File: config.mk
export PLATFORM = sky130hd
export DESIGN_NAME = memory_port_arbiter
export DESIGN_NICKNAME = d
export VERILOG_FILES = /design/src/rtl/mem_arb_pkg.sv /design/src/rtl/mem_arb_watchdog.sv /design/src/rtl/memory_port_arbiter.sv
export SDC_FILE = /design/constraint.sdc
export NUM_CORES = 1
export LEC_CHECK = 0
export BUFFER_PORTS_ARGS = -buffer_cell sky130_fd_sc_hd__buf_4
export CAP_MARGIN = 10
export CORE_AREA = 2 2 107 109
export CTS_CLUSTER_DIAMETER = 100
export CTS_CLUSTER_SIZE = 8
export DETAILED_ROUTE_END_ITERATION = 8
export DIE_AREA = 0 0 109 111
export PLACE_DENSITY = 0.82
export SLEW_MARGIN = 0
export SYNTH_ARGS = -nofsm -noshare
export SYNTH_HDL_FRONTEND = slang
export SYNTH_SLANG_ARGS = --single-unit
File: constraint.sdc
create_clock -name clk -period 3.6 [get_ports clk]
set_input_delay 0.18 -clock clk [delete_from_list [all_inputs] [get_ports clk]]
set_output_delay 0.18 -clock clk [all_outputs]
set_load 0.01 [all_outputs]
File: src/rtl/mem_arb_pkg.sv
// Shared types for the unified memory port arbiter.
// Optional watchdog is enabled with MEM_ARB_TIMEOUT_EN.
package mem_arb_pkg;

    typedef enum logic [1:0] {
        IDLE,
        DATA_BUSY,
        INSTR_BUSY,
        DONE
    } arb_state_e;

    typedef enum logic {
        GRANT_INSTR,
        GRANT_DATA
    } grant_e;

    localparam int TIMEOUT_DEFAULT = 255;

    // Instruction fetches are always full-word accesses.
    localparam logic [2:0] CTRL_WORD = 3'b010;

endpackage

File: src/rtl/mem_arb_watchdog.sv
// Busy-cycle counter with a sticky timeout flag.
// Built into the arbiter only when MEM_ARB_TIMEOUT_EN is defined.
module mem_arb_watchdog #(
    parameter int TIMEOUT = 255
) (
    input  logic clk_i,
    input  logic rst_ni,
    input  logic busy_i,
    input  logic ready_i,
    output logic expire_o,
    output logic err_o
);

    localparam int CW = $clog2(TIMEOUT + 1);

    logic [CW-1:0] cnt_q, cnt_d;
    logic          err_q, err_d;

    // Fires in the TIMEOUT-th busy cycle that has seen no ready.
    assign expire_o = busy_i & ~ready_i & (cnt_q == CW'(TIMEOUT - 1));
    assign err_o    = err_q;

    always_comb begin
        cnt_d = '0;
        err_d = err_q | expire_o;
        if (busy_i) begin
            cnt_d = cnt_q + 1'b1;
        end
    end

    always_ff @(posedge clk_i) begin
        if (!rst_ni) begin
            cnt_q <= '0;
            err_q <= 1'b0;
        end else begin
            cnt_q <= cnt_d;
            err_q <= err_d;
        end
    end

endmodule

File: src/rtl/memory_port_arbiter.sv
// Arbitrates one variable-latency memory port between fetch and load/store.
// Define MEM_ARB_TIMEOUT_EN to build in the busy-state watchdog.
module memory_port_arbiter
    import mem_arb_pkg::*;
#(
    parameter int ADDR_W  = 32,
    parameter int DATA_W  = 32,
    parameter int TIMEOUT = TIMEOUT_DEFAULT
) (
    input  logic              clk,
    input  logic              rst_n,
    input  logic              InstrReqF,
    input  logic [ADDR_W-1:0] PCF,
    input  logic              FlushF,
    output logic [DATA_W-1:0] InstrF,
    output logic              InstrValidF,
    input  logic              MemReqM,
    input  logic              MemWriteM,
    input  logic [2:0]        AddressingControlM,
    input  logic [ADDR_W-1:0] ALUResultM,
    input  logic [DATA_W-1:0] WriteDataM,
    output logic [DATA_W-1:0] ReadDataM,
    output logic              MemDoneM,
    output logic              StallF,
    output logic              StallM,
    output logic              mem_req,
    output logic              mem_we,
    output logic [ADDR_W-1:0] mem_addr,
    output logic [DATA_W-1:0] mem_wdata,
    output logic [2:0]        mem_ctrl,
    input  logic              mem_ready,
    input  logic [DATA_W-1:0] mem_rdata,
    output logic              TimeoutErr
);

    arb_state_e        state_q, state_d;
    grant_e            gnt_q, gnt_d;
    grant_e            last_q, last_d;
    logic [ADDR_W-1:0] addr_q, addr_d;
    logic [DATA_W-1:0] wdata_q, wdata_d;
    logic [DATA_W-1:0] instr_q, instr_d;
    logic [DATA_W-1:0] rdata_q, rdata_d;
    logic [2:0]        ctrl_q, ctrl_d;
    logic              we_q, we_d;
    logic              flush_q, flush_d;

    logic              busy;
    logic              expire;
    logic              complete;
    logic              data_win;
    logic [DATA_W-1:0] resp;

    assign busy     = (state_q == DATA_BUSY) | (state_q == INSTR_BUSY);
    assign complete = busy & (mem_ready | expire);
    // An aborted access returns zero.
    assign resp     = mem_ready ? mem_rdata : '0;
    assign data_win = MemReqM & (~InstrReqF | (last_q == GRANT_INSTR));

`ifdef MEM_ARB_TIMEOUT_EN
    mem_arb_watchdog #(
        .TIMEOUT (TIMEOUT)
    ) u_wdog (
        .clk_i    (clk),
        .rst_ni   (rst_n),
        .busy_i   (busy),
        .ready_i  (mem_ready),
        .expire_o (expire),
        .err_o    (TimeoutErr)
    );
`else
    logic [31:0] unused_timeout;
    assign unused_timeout = 32'(TIMEOUT);
    assign expire         = 1'b0;
    assign TimeoutErr     = 1'b0;
`endif

    always_comb begin
        state_d = state_q;
        gnt_d   = gnt_q;
        last_d  = last_q;
        addr_d  = addr_q;
        wdata_d = wdata_q;
        instr_d = instr_q;
        rdata_d = rdata_q;
        ctrl_d  = ctrl_q;
        we_d    = we_q;
        flush_d = flush_q;
        unique case (state_q)
            IDLE: begin
                if (data_win) begin
                    state_d = DATA_BUSY;
                    gnt_d   = GRANT_DATA;
                    addr_d  = ALUResultM;
                    wdata_d = WriteDataM;
                    ctrl_d  = AddressingControlM;
                    we_d    = MemWriteM;
                    flush_d = 1'b0;
                end else if (InstrReqF) begin
                    state_d = INSTR_BUSY;
                    gnt_d   = GRANT_INSTR;
                    addr_d  = PCF;
                    wdata_d = '0;
                    ctrl_d  = CTRL_WORD;
                    we_d    = 1'b0;
                    flush_d = 1'b0;
                end
            end
            DATA_BUSY: begin
                if (complete) begin
                    state_d = DONE;
                    last_d  = GRANT_DATA;
                    if (!we_q) begin
                        rdata_d = resp;
                    end
                end
            end
            INSTR_BUSY: begin
                if (FlushF) begin
                    flush_d = 1'b1;
                end
                if (complete) begin
                    state_d = DONE;
                    last_d  = GRANT_INSTR;
                    instr_d = resp;
                end
            end
            DONE: begin
                state_d = IDLE;
            end
            default: begin
                state_d = IDLE;
            end
        endcase
    end

    always_ff @(posedge clk) begin
        if (!rst_n) begin
            state_q <= IDLE;
            gnt_q   <= GRANT_INSTR;
            last_q  <= GRANT_INSTR;
            addr_q  <= '0;
            wdata_q <= '0;
            instr_q <= '0;
            rdata_q <= '0;
            ctrl_q  <= '0;
            we_q    <= 1'b0;
            flush_q <= 1'b0;
        end else begin
            state_q <= state_d;
            gnt_q   <= gnt_d;
            last_q  <= last_d;
            addr_q  <= addr_d;
            wdata_q <= wdata_d;
            instr_q <= instr_d;
            rdata_q <= rdata_d;
            ctrl_q  <= ctrl_d;
            we_q    <= we_d;
            flush_q <= flush_d;
        end
    end

    assign mem_req     = busy;
    assign mem_we      = busy & we_q;
    assign mem_addr    = addr_q;
    assign mem_wdata   = wdata_q;
    assign mem_ctrl    = ctrl_q;
    assign InstrF      = instr_q;
    assign ReadDataM   = rdata_q;
    assign MemDoneM    = (state_q == DONE) & (gnt_q == GRANT_DATA);
    assign InstrValidF = (state_q == DONE) & (gnt_q == GRANT_INSTR)
                         & ~flush_q & ~FlushF;
    assign StallM      = MemReqM & ~MemDoneM;
    assign StallF      = (InstrReqF & ~InstrValidF) | StallM;

endmodule

==> flow_metrics.tcl <==
set metrics [dict create \
    outcome "complete, no violations" \
    area_growth_pct 59.1 \
    track_usage 0.275 \
    final_cell_mix "282 x buf_4, 165 x nand2_1, 137 x dfxtp_1" \
    antenna_found_initial 1 \
    grt_pass1_wl_um 26300 \
    r2r_end "mem_wdata[24]" \
    total_power_mw 5.16 \
    utilization 0.740 \
    hpwl_um 11100 \
    critical_path_class "reg -> reg" \
    overflow 0 \
    ys_types 31 \
    chipHeight_um 111 \
    syn-num-nets 728 \
    cts.clk_slew.worst_paths_ps 60 \
    gp_congestion 0.820 \
    drive_gt1_frac 0.357 \
    antenna_left 0 \
    hold_start "WriteDataM[1]" \
    dpl-instance-area_um2 7240 \
    synth_ff_type "dfxtp_1" \
    cp.arrival_ps 2510 \
    cp-startpoint "state_q[0]" \
    clk_latency_ps 410 \
    multi_input_area_um2 2190 \
    first_global_vias 5448 \
    via_per_inst 5.20 \
    r2r_slack_ps 1440 \
    synth_cells 585 \
    avgRoutedWirePerCell_um 16.1 \
    end_kind "register" \
    start_util 0.465 \
    min_path_cells 2 \
    num_rows 39 \
    cp-start-kind "register" \
    nFillCells 783 \
    ir_drop_v 0.000404 \
    ioPinCount 276 \
    drc 0 \
    portBuffers 274 \
    dr.pass1.iters 5 \
    cap_violations 0 \
    wl_um 16600 \
    drv_slew 0 \
    cp.required_ps 3950 \
    dp_cells 963 \
    layout_commonest_cell "buf_4" \
    finalSetupTns_ps 0 \
    cp_max_fo 35 \
    relSlewSlack 0.171 \
    vias 5365 \
    dp_slack_ps 1500 \
    ctsRootBufferMaster "clkbuf_16" \
    grt_start_max_net_pins 59 \
    cts_tree "yes" \
    syn_area_um2 5150 \
    ff_latch_area_um2 2740 \
    ys_warn_count 0 \
    clock-sinks 137 \
    finalSetupViolCount 0 \
    max_freq_mhz 463 \
    period_share 0.600 \
    p_leak_nw 3.64 \
    core_area_um2 11100 \
    stdcell_count 1032 \
    hold_viol_final 0 \
    tightestPinTransition_ps 1240 \
    reg2regPathDepth 5 \
    reg2reg_from "state_q[0]" \
    avgSynthCellArea_um2 8.81 \
    dieArea_um2 12100 \
    synth_edf_count 0 \
    whs_ps 10.1 \
    drtIter0Drc 408 \
    rsz0062_at_grt "false" \
    power.density_nw_per_um2 630 \
    synth_async_sr_flop_share 0 \
    period_needed_ps 2160 \
    ys_ff_latch 137 \
    nets 1019 \
    min_path_type "in -> reg" \
    cts.htree.levels 4 \
    fin_skew_ps 8.76 \
    final_cell_area_um2 8200 \
    whs_endpoint "mem_wdata[1]" \
    fin_ws_ps 1440 \
    ctsResizeCount 0 \
    cts.path.max_buffers 2 \
    die_x_um 109 \
    seq_area_frac_synth 0.532 \
    cts_buffers 17 \
]
[per-layer routing]
metal | global-route usage | routed length (um) | up-vias
li1 | - | - | 2577
met1 | 0.318 | 6430 | 2513
met2 | 0.473 | 8510 | 233
met3 | 0.0723 | 1180 | 42
met4 | 0.116 | 489 | 0
met5 | 0 | 0 | -
[final cells by class]
class	count	share of cell area
flip-flops and latches	137	0.334
repair buffers	319	0.303
multi-input cells	397	0.267
clock buffers	20	0.0569
well taps	143	0.0218
clock inverters	11	0.0148
inverters	4	0.00183
diodes	1	0.000305
[report_power, final]
| part | total, mW | internal (mW) | switching [mW] |
|---|---|---|---|
| Combinational | 1.46 | 0.706 | 0.757 |
| Clock | 1.72 | 1.07 | 0.651 |
| Sequential | 1.98 | 1.81 | 0.173 |
[cells in the mapped netlist, types with 3 or more instances]
cell | instances | area share
a21boi_0 | 66 | 0.096
a21oi_1 | 66 | 0.064
a22o_1 | 35 | 0.059
and2_1 | 3 | 0.0036
buf_2 | 10 | 0.0097
buf_4 | 6 | 0.0087
clkbuf_1 | 31 | 0.023
dfxtp_1 | 137 | 0.53
ha_1 | 5 | 0.012
inv_1 | 4 | 0.0029
nand2_1 | 165 | 0.12
o21ai_0 | 35 | 0.034
[sequential cells by signal (all words and copies together) (netlist names)]
register / flops
InstrF: 32
ReadDataM: 32
mem_addr: 32
mem_wdata: 32
mem_ctrl: 3
state_q: 2
flush_q: 1
gnt_q: 1
last_q: 1
we_q: 1
[timing repair]
| action | in CTS | in global routing |
|---|---|---|
| endpoints found under the hold margin | 37 | 0 |
| hold buffers | 37 | 0 |
| setup buffers | 0 | 0 |
[kinds of logic (layout without fill, tap and decap cells)]
| kind of cell | count (synthesis) | in the layout | share of synthesized area |
|---|---|---|---|
| AOI/OAI and AO/OA | 212 | 212 | 0.273 |
| and+or+nand+nor | 179 | 179 | 0.138 |
| adders and majority gates | 5 | 5 | 0.0121 |
| buffers and inverters | 51 | 354 | 0.0439 |
| DFF | 137 | 137 | 0.532 |
| other | 1 | 2 | 0.000727 |
[worst max-delay path by stage]
stage / slack [ps] / end / cells after the start
2_1_floorplan: 1970 / ReadDataM[10] / 7
3_3_place_gp: 1630 / mem_wdata[4] / 5
3_5_place_dp: 1500 / mem_wdata[8] / 5
4_1_cts: 1480 / mem_wdata[1] / 5
5_1_grt: 1280 / mem_wdata[24] / 5
6_report: 1440 / mem_wdata[24] / 5
[worst max-delay path, cell delays in order, from the launching register on]
cell and delay [ps]:
dfxtp_1 380, inv_1 100, ha_1 270, o21ai_2 90
and2_1 970, a22o_1 270
(Power assumes the default switching activity.)
